### src/rtl/id_ex_pkg.sv
// id_ex_pkg: control and payload types shared by the ID->EX boundary register.
package id_ex_pkg;
    localparam int ID_EX_DATA_W = 32;
    localparam int ID_EX_WA_W   = 4;
    localparam int ID_EX_ALUC_W = 3;

    typedef struct packed {
        logic                    RegWrite;
        logic                    MemtoReg;
        logic                    MemWrite;
        logic [ID_EX_ALUC_W-1:0] ALUControl;
        logic                    ALUSrc;
        logic                    FlagsWrite;
    } ctrl_t;

    localparam int CTRL_W = $bits(ctrl_t);

    typedef struct packed {
        ctrl_t                   ctrl;
        logic [ID_EX_WA_W-1:0]   wa3;
        logic [ID_EX_DATA_W-1:0] rd1;
        logic [ID_EX_DATA_W-1:0] rd2;
        logic [ID_EX_DATA_W-1:0] imm;
    } id_ex_payload_t;
endpackage

### src/rtl/id_ex_elastic_stage_pipe_skid_reg.sv
// pipe_skid_reg: valid/ready register on a packed payload with an optional skid slot.
module pipe_skid_reg #(
    parameter type T       = logic [7:0],
    parameter bit  SKID_EN = 1'b1
) (
    input  logic       clk,
    input  logic       rst,
    input  logic       flush,
    input  logic       in_valid,
    output logic       in_ready,
    input  T           in_data,
    output logic       out_valid,
    input  logic       out_ready,
    output T           out_data,
    output logic [1:0] occ
);
    logic r_main_valid, r_rdy;
    logic w_skid_valid, w_in_xfer, w_drain, w_skid_next;
    T     r_main, w_skid_data;

    assign w_in_xfer   = in_valid & in_ready;
    assign w_drain     = ~r_main_valid | out_ready;
    assign w_skid_next = ~flush & ~w_drain & (w_skid_valid | w_in_xfer);
    // r_rdy is low throughout reset so in_ready stays low until the first edge after release
    assign in_ready    = SKID_EN ? r_rdy : r_rdy & w_drain;
    assign out_valid   = r_main_valid;
    assign out_data    = r_main;
    assign occ         = {w_skid_valid, r_main_valid & ~w_skid_valid};

    always_ff @(posedge clk or posedge rst) begin
        if (rst) begin
            r_main_valid <= 1'b0;
            r_main       <= '0;
            r_rdy        <= 1'b0;
        end else begin
            r_rdy <= SKID_EN ? ~w_skid_next : 1'b1;
            if (flush)
                r_main_valid <= 1'b0;
            else if (w_drain) begin
                r_main_valid <= w_skid_valid | w_in_xfer;
                if (w_skid_valid)
                    r_main <= w_skid_data;
                else if (w_in_xfer)
                    r_main <= in_data;
            end
        end
    end

    if (SKID_EN) begin : g_skid
        logic r_skid_valid;
        T     r_skid;
        always_ff @(posedge clk or posedge rst) begin
            if (rst) begin
                r_skid_valid <= 1'b0;
                r_skid       <= '0;
            end else begin
                r_skid_valid <= w_skid_next;
                if (~w_drain & w_in_xfer)
                    r_skid <= in_data;
            end
        end
        assign w_skid_valid = r_skid_valid;
        assign w_skid_data  = r_skid;
    end else begin : g_noskid
        assign w_skid_valid = 1'b0;
        assign w_skid_data  = '0;
    end
endmodule

### src/rtl/id_ex_elastic_stage.sv
// id_ex_elastic_stage: ID->EX pipeline register with handshake, flush and optional skid slot.
module id_ex_elastic_stage
    import id_ex_pkg::*;
#(
    parameter int DATA_W  = 32,
    parameter int WA_W    = 4,
    parameter int ALUC_W  = 3,
    parameter bit SKID_EN = 1'b1
) (
    input  logic              clk,
    input  logic              rst,
    input  logic              flush,
    input  logic              in_valid,
    output logic              in_ready,
    input  ctrl_t             in_ctrl,
    input  logic [WA_W-1:0]   in_wa3,
    input  logic [DATA_W-1:0] in_rd1,
    input  logic [DATA_W-1:0] in_rd2,
    input  logic [DATA_W-1:0] in_imm,
    output logic              out_valid,
    input  logic              out_ready,
    output ctrl_t             out_ctrl,
    output logic [WA_W-1:0]   out_wa3,
    output logic [DATA_W-1:0] out_rd1,
    output logic [DATA_W-1:0] out_rd2,
    output logic [DATA_W-1:0] out_imm,
    output logic [1:0]        occ
);
    typedef struct packed {
        ctrl_t             ctrl;
        logic [WA_W-1:0]   wa3;
        logic [DATA_W-1:0] rd1;
        logic [DATA_W-1:0] rd2;
        logic [DATA_W-1:0] imm;
    } payload_t;

    payload_t w_in, w_out;

    assign w_in = '{ctrl: in_ctrl, wa3: in_wa3, rd1: in_rd1, rd2: in_rd2, imm: in_imm};

    pipe_skid_reg #(.T(payload_t), .SKID_EN(SKID_EN)) u_reg (
        .clk      (clk),
        .rst      (rst),
        .flush    (flush),
        .in_valid (in_valid),
        .in_ready (in_ready),
        .in_data  (w_in),
        .out_valid(out_valid),
        .out_ready(out_ready),
        .out_data (w_out),
        .occ      (occ)
    );

    // Write-enables are masked so a bubble can never commit architectural state
    always_comb begin
        out_ctrl            = w_out.ctrl;
        out_ctrl.RegWrite   = w_out.ctrl.RegWrite & out_valid;
        out_ctrl.MemWrite   = w_out.ctrl.MemWrite & out_valid;
        out_ctrl.FlagsWrite = w_out.ctrl.FlagsWrite & out_valid;
        out_ctrl.ALUControl = w_out.ctrl.ALUControl[ALUC_W-1:0];
    end

    assign out_wa3 = w_out.wa3;
    assign out_rd1 = w_out.rd1;
    assign out_rd2 = w_out.rd2;
    assign out_imm = w_out.imm;
endmodule

### config.mk
export PLATFORM = sky130hd
export DESIGN_NAME = id_ex_elastic_stage
export DESIGN_NICKNAME = d
export VERILOG_FILES = /design/src/rtl/id_ex_pkg.sv /design/src/rtl/id_ex_elastic_stage_pipe_skid_reg.sv /design/src/rtl/id_ex_elastic_stage.sv
export SDC_FILE = /design/constraint.sdc
export NUM_CORES = 1
export LEC_CHECK = 0
export CAP_MARGIN = 40
export CORE_ASPECT_RATIO = 2
export CORE_MARGIN = 1.5
export CORE_UTILIZATION = 47
export CTS_BUF_LIST = sky130_fd_sc_hd__clkbuf_8
export DETAILED_ROUTE_END_ITERATION = 8
export GPL_ROUTABILITY_DRIVEN = 0
export PLACE_DENSITY = 0.76
export SETUP_SLACK_MARGIN = 0.05
export SYNTH_ARGS = -nofsm -noshare
export SYNTH_HDL_FRONTEND = slang
export SYNTH_SLANG_ARGS = --single-unit
### constraint.sdc
create_clock -name clk -period 8.05 [get_ports clk]
set_input_delay 1.61 -clock clk [delete_from_list [all_inputs] [get_ports clk]]
set_output_delay 1.61 -clock clk [all_outputs]
set_load 0.02 [all_outputs]
Yosys cells after proc, flatten, opt, wreduce, memory -nomap -nowiden --
Cells that the tools add are included.
Storage, ports and cells: register bits 219, output and inout port bits 112, input port bits 113, logic and storage cells 45
Operators by class: muxes and demuxes 4, reduce and logical (&&, ||, !) cells 3, bitwise operators 15
Operators with widths (number):
- $mux W108 | 2
- $and A1 B1 Y1 | 8
- $not A1 Y1 | 5
- $reduce_bool A2 Y1 | 2
- $reduce_and A3 Y1 | 1
- $mux W1 | 2
- $or A1 B1 Y1 | 2

Logic depth before layout (Yosys ltp) --
depth after elaboration 6, gate-level depth with buffers 5, depth with buffers taken out 3

By module --
A second synthesis with hierarchy kept.
Unflattened totals: cell total of the unflattened synthesis 591, area total of the unflattened synthesis 9412.8 um^2
Modules (own cells, without submodules):
- pipe_skid_reg | instances 1, seq. area each 5480.3 um^2, cells each 588, area an instance 9394.0 um^2
- id_ex_elastic_stage | instances 1, seq. area each 0.0 um^2, cells each 3, area an instance 18.8 um^2

Worst setup path after synthesis --
OpenSTA, ideal clock, no wires.
path type input to register, start input out_ready, end register u_reg.r_main, in the netlist u_reg.out_data[0], slack 5175 ps, path buffers 2, library setup time 125 ps, cell stages on the path 5, data arrival time 2750 ps, cell sequence and2b_1 > nor3_4 > buf_2 > buf_6 > mux2_2
On the way: word-level cells in the longest chain between the ends 2
RTL lines:
- from (decl) | line id_ex_elastic_stage.sv:21 | input logic out_ready,
- $or A1 B1 Y1 | line id_ex_elastic_stage_pipe_skid_reg.sv:22 | assign w_drain = ~r_main_valid | out_ready;
- $reduce_and A3 Y1 (no line)
- to (signal assigned) | line id_ex_elastic_stage_pipe_skid_reg.sv:42 | r_main <= w_skid_data;
- to (signal assigned) | line id_ex_elastic_stage_pipe_skid_reg.sv:44 | r_main <= in_data;
- to (decl) | line id_ex_elastic_stage_pipe_skid_reg.sv:19 | T r_main, w_skid_data;
No other way between the ends. A chain may end at the register's enable or synchronous reset.

Final worst setup path --
start register u_reg.g_skid.r_skid_valid, end output occ[1]
RTL lines:
- from (decl) | line id_ex_elastic_stage_pipe_skid_reg.sv:50 | logic r_skid_valid;
- from (signal assigned) | line id_ex_elastic_stage_pipe_skid_reg.sv:57 | r_skid_valid <= w_skid_next;
- to (decl) | line id_ex_elastic_stage.sv:27 | output logic [1:0] occ
No word-level cell between the ends.

==> results.txt <==
# IOs: 225
initial DRC count: 156
Worst path slowest cell: dfrtp_4
largest net degree at the start of global routing: 95
RSZ-0062 raised after global routing: no
Placed Instance Area: 11900 um2
total gr overflow: 0
synthesis-stage register bit count: 219
CTS tree: yes
vias in the first global route: 6624
CTS Buffer Depth: 3
PostCTS Resize Cnt: 0
sequential share of power: 0.476
CP delay by family, top: flip-flops
combinational share of power: 0.250
setup TNS: 0 ns
Clk Latency, worst-skew pair: 0.55 ns
share of cells above drive strength 1: 0.452
CP Max Fanout: 61
top post-synthesis cells by area: dfrtp_1, mux2_2, buf_4
fin crit share: 0.484
Syn Inst Count: 696
wire per inst: 19.3 um
P&R area growth vs syn: 23.4%
worst clock skew: 0.00916 ns
Critical Path AT: 2.28 ns
final instance area: 12600 um2
worst slew pin tran: 0.910 ns
Rows: 76
WHS Endpoint: u_reg.out_data[100]
switch share: 0.279
Tot GR Track Use: 0.194
post-CTS setup repair buffer count: 0
number of fill cells: 1700
synthesized cell area: 10200 um2
post-synth top area cell: dfrtp_1
Port Buffers: 224
CP startpoint kind: flip-flop
initial antenna violation count: 5
die area: 22600 um2
switching power: 0.871 mW
Syn Area/Cell: 14.6 um2
status: finished, final reports clean
Die Y-Extent: 211 um
initial core utilization: 0.476
fmax: 257 MHz
Reg2Reg Depth: 5
cts bufs inserted: 31
Yosys top cell area share: 0.538
Required @ worst endpoint: 6.44 ns
Ys Warns: 0
Clock transition at path regs: 0.06 ns
Post-DRT Antenna Nets: 0
TritonCTS Sinks: 219
hold path depth: 1
Reg-to-Reg Start: u_reg.g_skid.r_skid_valid
fin nets: 934
worst path bufs/invs: 1
DR vias/cell: 5.11
leakage power: 5.22 nW
Cell Chain, Critical Path: clkdlybuf4s50_1
peak supply drop: 0.170 mV
H-tree lvl count: 1
Power Density: 248 nW/um2
hold_buf cts: 0
core area: 21400 um2
Hold WC Path Type: flip-flop to flip-flop
sequential area share after synthesis: 0.538
min Tclk post-route: 3.89 ns
root buf cell: clkbuf_8
clock share of power: 0.274
max incr delay on CP: 0.97 ns
post-detail-place hpwl: 15000 um
worst rel slew slack: 0.393
Pre-antenna DRT Iters: 4
Synth Net Count: 809
maxcap violations: 0
R2R Setup Slk: 4.70 ns
Fin. Hold Viols: 0
Hold Crit Start: u_reg.out_data[100]
R2R Path End: u_reg.out_data[46]
distinct cell type count after synthesis: 16
nature of the critical path endpoint: output pin
critical setup path kind: flip-flop to output pin
DRT Wirelength: 21600 um
first-pass GRT wire length: 34200 um
die width: 107 um
via count: 5724
Internal: 2.25 mW
Setup Viol. Count Final: 0
Post-route DRC: 0
pins over their slew limit: 0
per-layer routing:
layer	part of all wire	routed length (um)	track usage	vias to the layer above
met2	0.56	12100	0.358	178
li1	-	-	-	2572
met1	0.34	7370	0.198	2919
met5	0	0	0	-
met4	0.047	1010	0.110	0
met3	0.053	1150	0.0401	55
state kept, by name, indices dropped and copies added (netlist names):
signal	flops
u_reg.g_skid.r_skid	108
u_reg.out_data	108
u_reg.g_skid.r_skid_valid	1
u_reg.in_ready	1
u_reg.out_valid	1
through the flow:
| stage | power [mW] | hold WS (ns) | worst slack (ns) | instances | utilization |
|---|---|---|---|---|---|
| final | 3.12 | 0.498 | 4.16 | 1121 | 0.587 |
| after floorplan | 2.05 | 0.473 | 0.447 | 696 | - |
| after CTS | 3.17 | 0.502 | 4.09 | 1116 | 0.587 |
| after detailed placement | 2.30 | 0.487 | 3.57 | 1061 | 0.558 |
| after global placement | 2.24 | 0.481 | 3.65 | 1058 | 0.554 |
| after global routing | 3.28 | 0.517 | 4.04 | 1121 | 0.587 |
cells in the mapped netlist (all sizes together):
| cell | n |
|---|---|
| nand3 | 1 |
| nand2b | 1 |
| inv | 2 |
| a21oi | 2 |
| nor3 | 1 |
| and2b | 1 |
| mux2 | 324 |
| buf | 137 |
| or3 | 1 |
| clkbuf | 3 |
| nor2b | 1 |
| dfrtp | 219 |
| and2 | 3 |
power by group through the flow:
stage | clock network (mW) | registers [mW] | logic (mW)
5_1_grt | 0.934 | 1.51 | 0.832
4_1_cts | 0.890 | 1.49 | 0.794
6_report | 0.856 | 1.48 | 0.781
2_1_floorplan | 0 | 1.45 | 0.605
3_5_place_dp | 0 | 1.50 | 0.792
3_3_place_gp | 0 | 1.48 | 0.756
cells in the final DEF (no fill, tap or decap):
| cell type | count |
|---|---|
| a21oi_1 | 2 |
| and2_1 | 3 |
| and2b_1 | 1 |
| buf_16 | 3 |
| buf_4 | 5 |
| bufinv_16 | 1 |
| clkbuf_8 | 37 |
| clkdlybuf4s50_1 | 224 |
| clkinv_2 | 7 |
| dfrtp_1 | 218 |
| dfrtp_4 | 1 |
| diode_2 | 5 |
| inv_1 | 11 |
| inv_8 | 1 |
| mux2_2 | 324 |
| nand2b_1 | 1 |
| nand3_4 | 1 |
| nor2b_1 | 1 |
| nor3_4 | 1 |
| or3_1 | 1 |
logic make-up (layout without fill, tap and decap cells):
group	count (synthesis)	in the layout	synth area share
buffers and inverters	142	289	0.0957
AOI/OAI and AO/OA	2	2	0.000983
and+or+nand+nor	9	9	0.00700
muxes	324	324	0.358
DFF	219	219	0.538
other	0	5	0
worst max-delay path by stage:
| stage | from | to | slack [ns] | depth (start not counted) |
|---|---|---|---|---|
| global route | in_valid | u_reg.out_data[24] | 4.04 | 6 |
| detailed placement | in_valid | u_reg.out_data[11] | 3.57 | 6 |
| finish | u_reg.g_skid.r_skid_valid | occ[1] | 4.16 | 1 |
| floorplan | rst | u_reg.g_skid.r_skid[0] | 0.45 | 1 |
| CTS | u_reg.g_skid.r_skid_valid | occ[1] | 4.09 | 1 |
| global placement | in_valid | u_reg.out_data[0] | 3.65 | 6 |
final cells by class:
cell class	instances	area, um2	share of cell area
Antenna cell	5	12.5	0.000996
Clock buffer	37	509	0.0405
Clock inverter	18	103	0.00817
Inverter	2	15.0	0.00119
Multi-Input combinational cell	335	3740	0.297
Sequential cell	219	5480	0.436
Tap cell	273	342	0.0272
Timing Repair Buffer	232	2360	0.188
(Power assumes the default switching activity.)
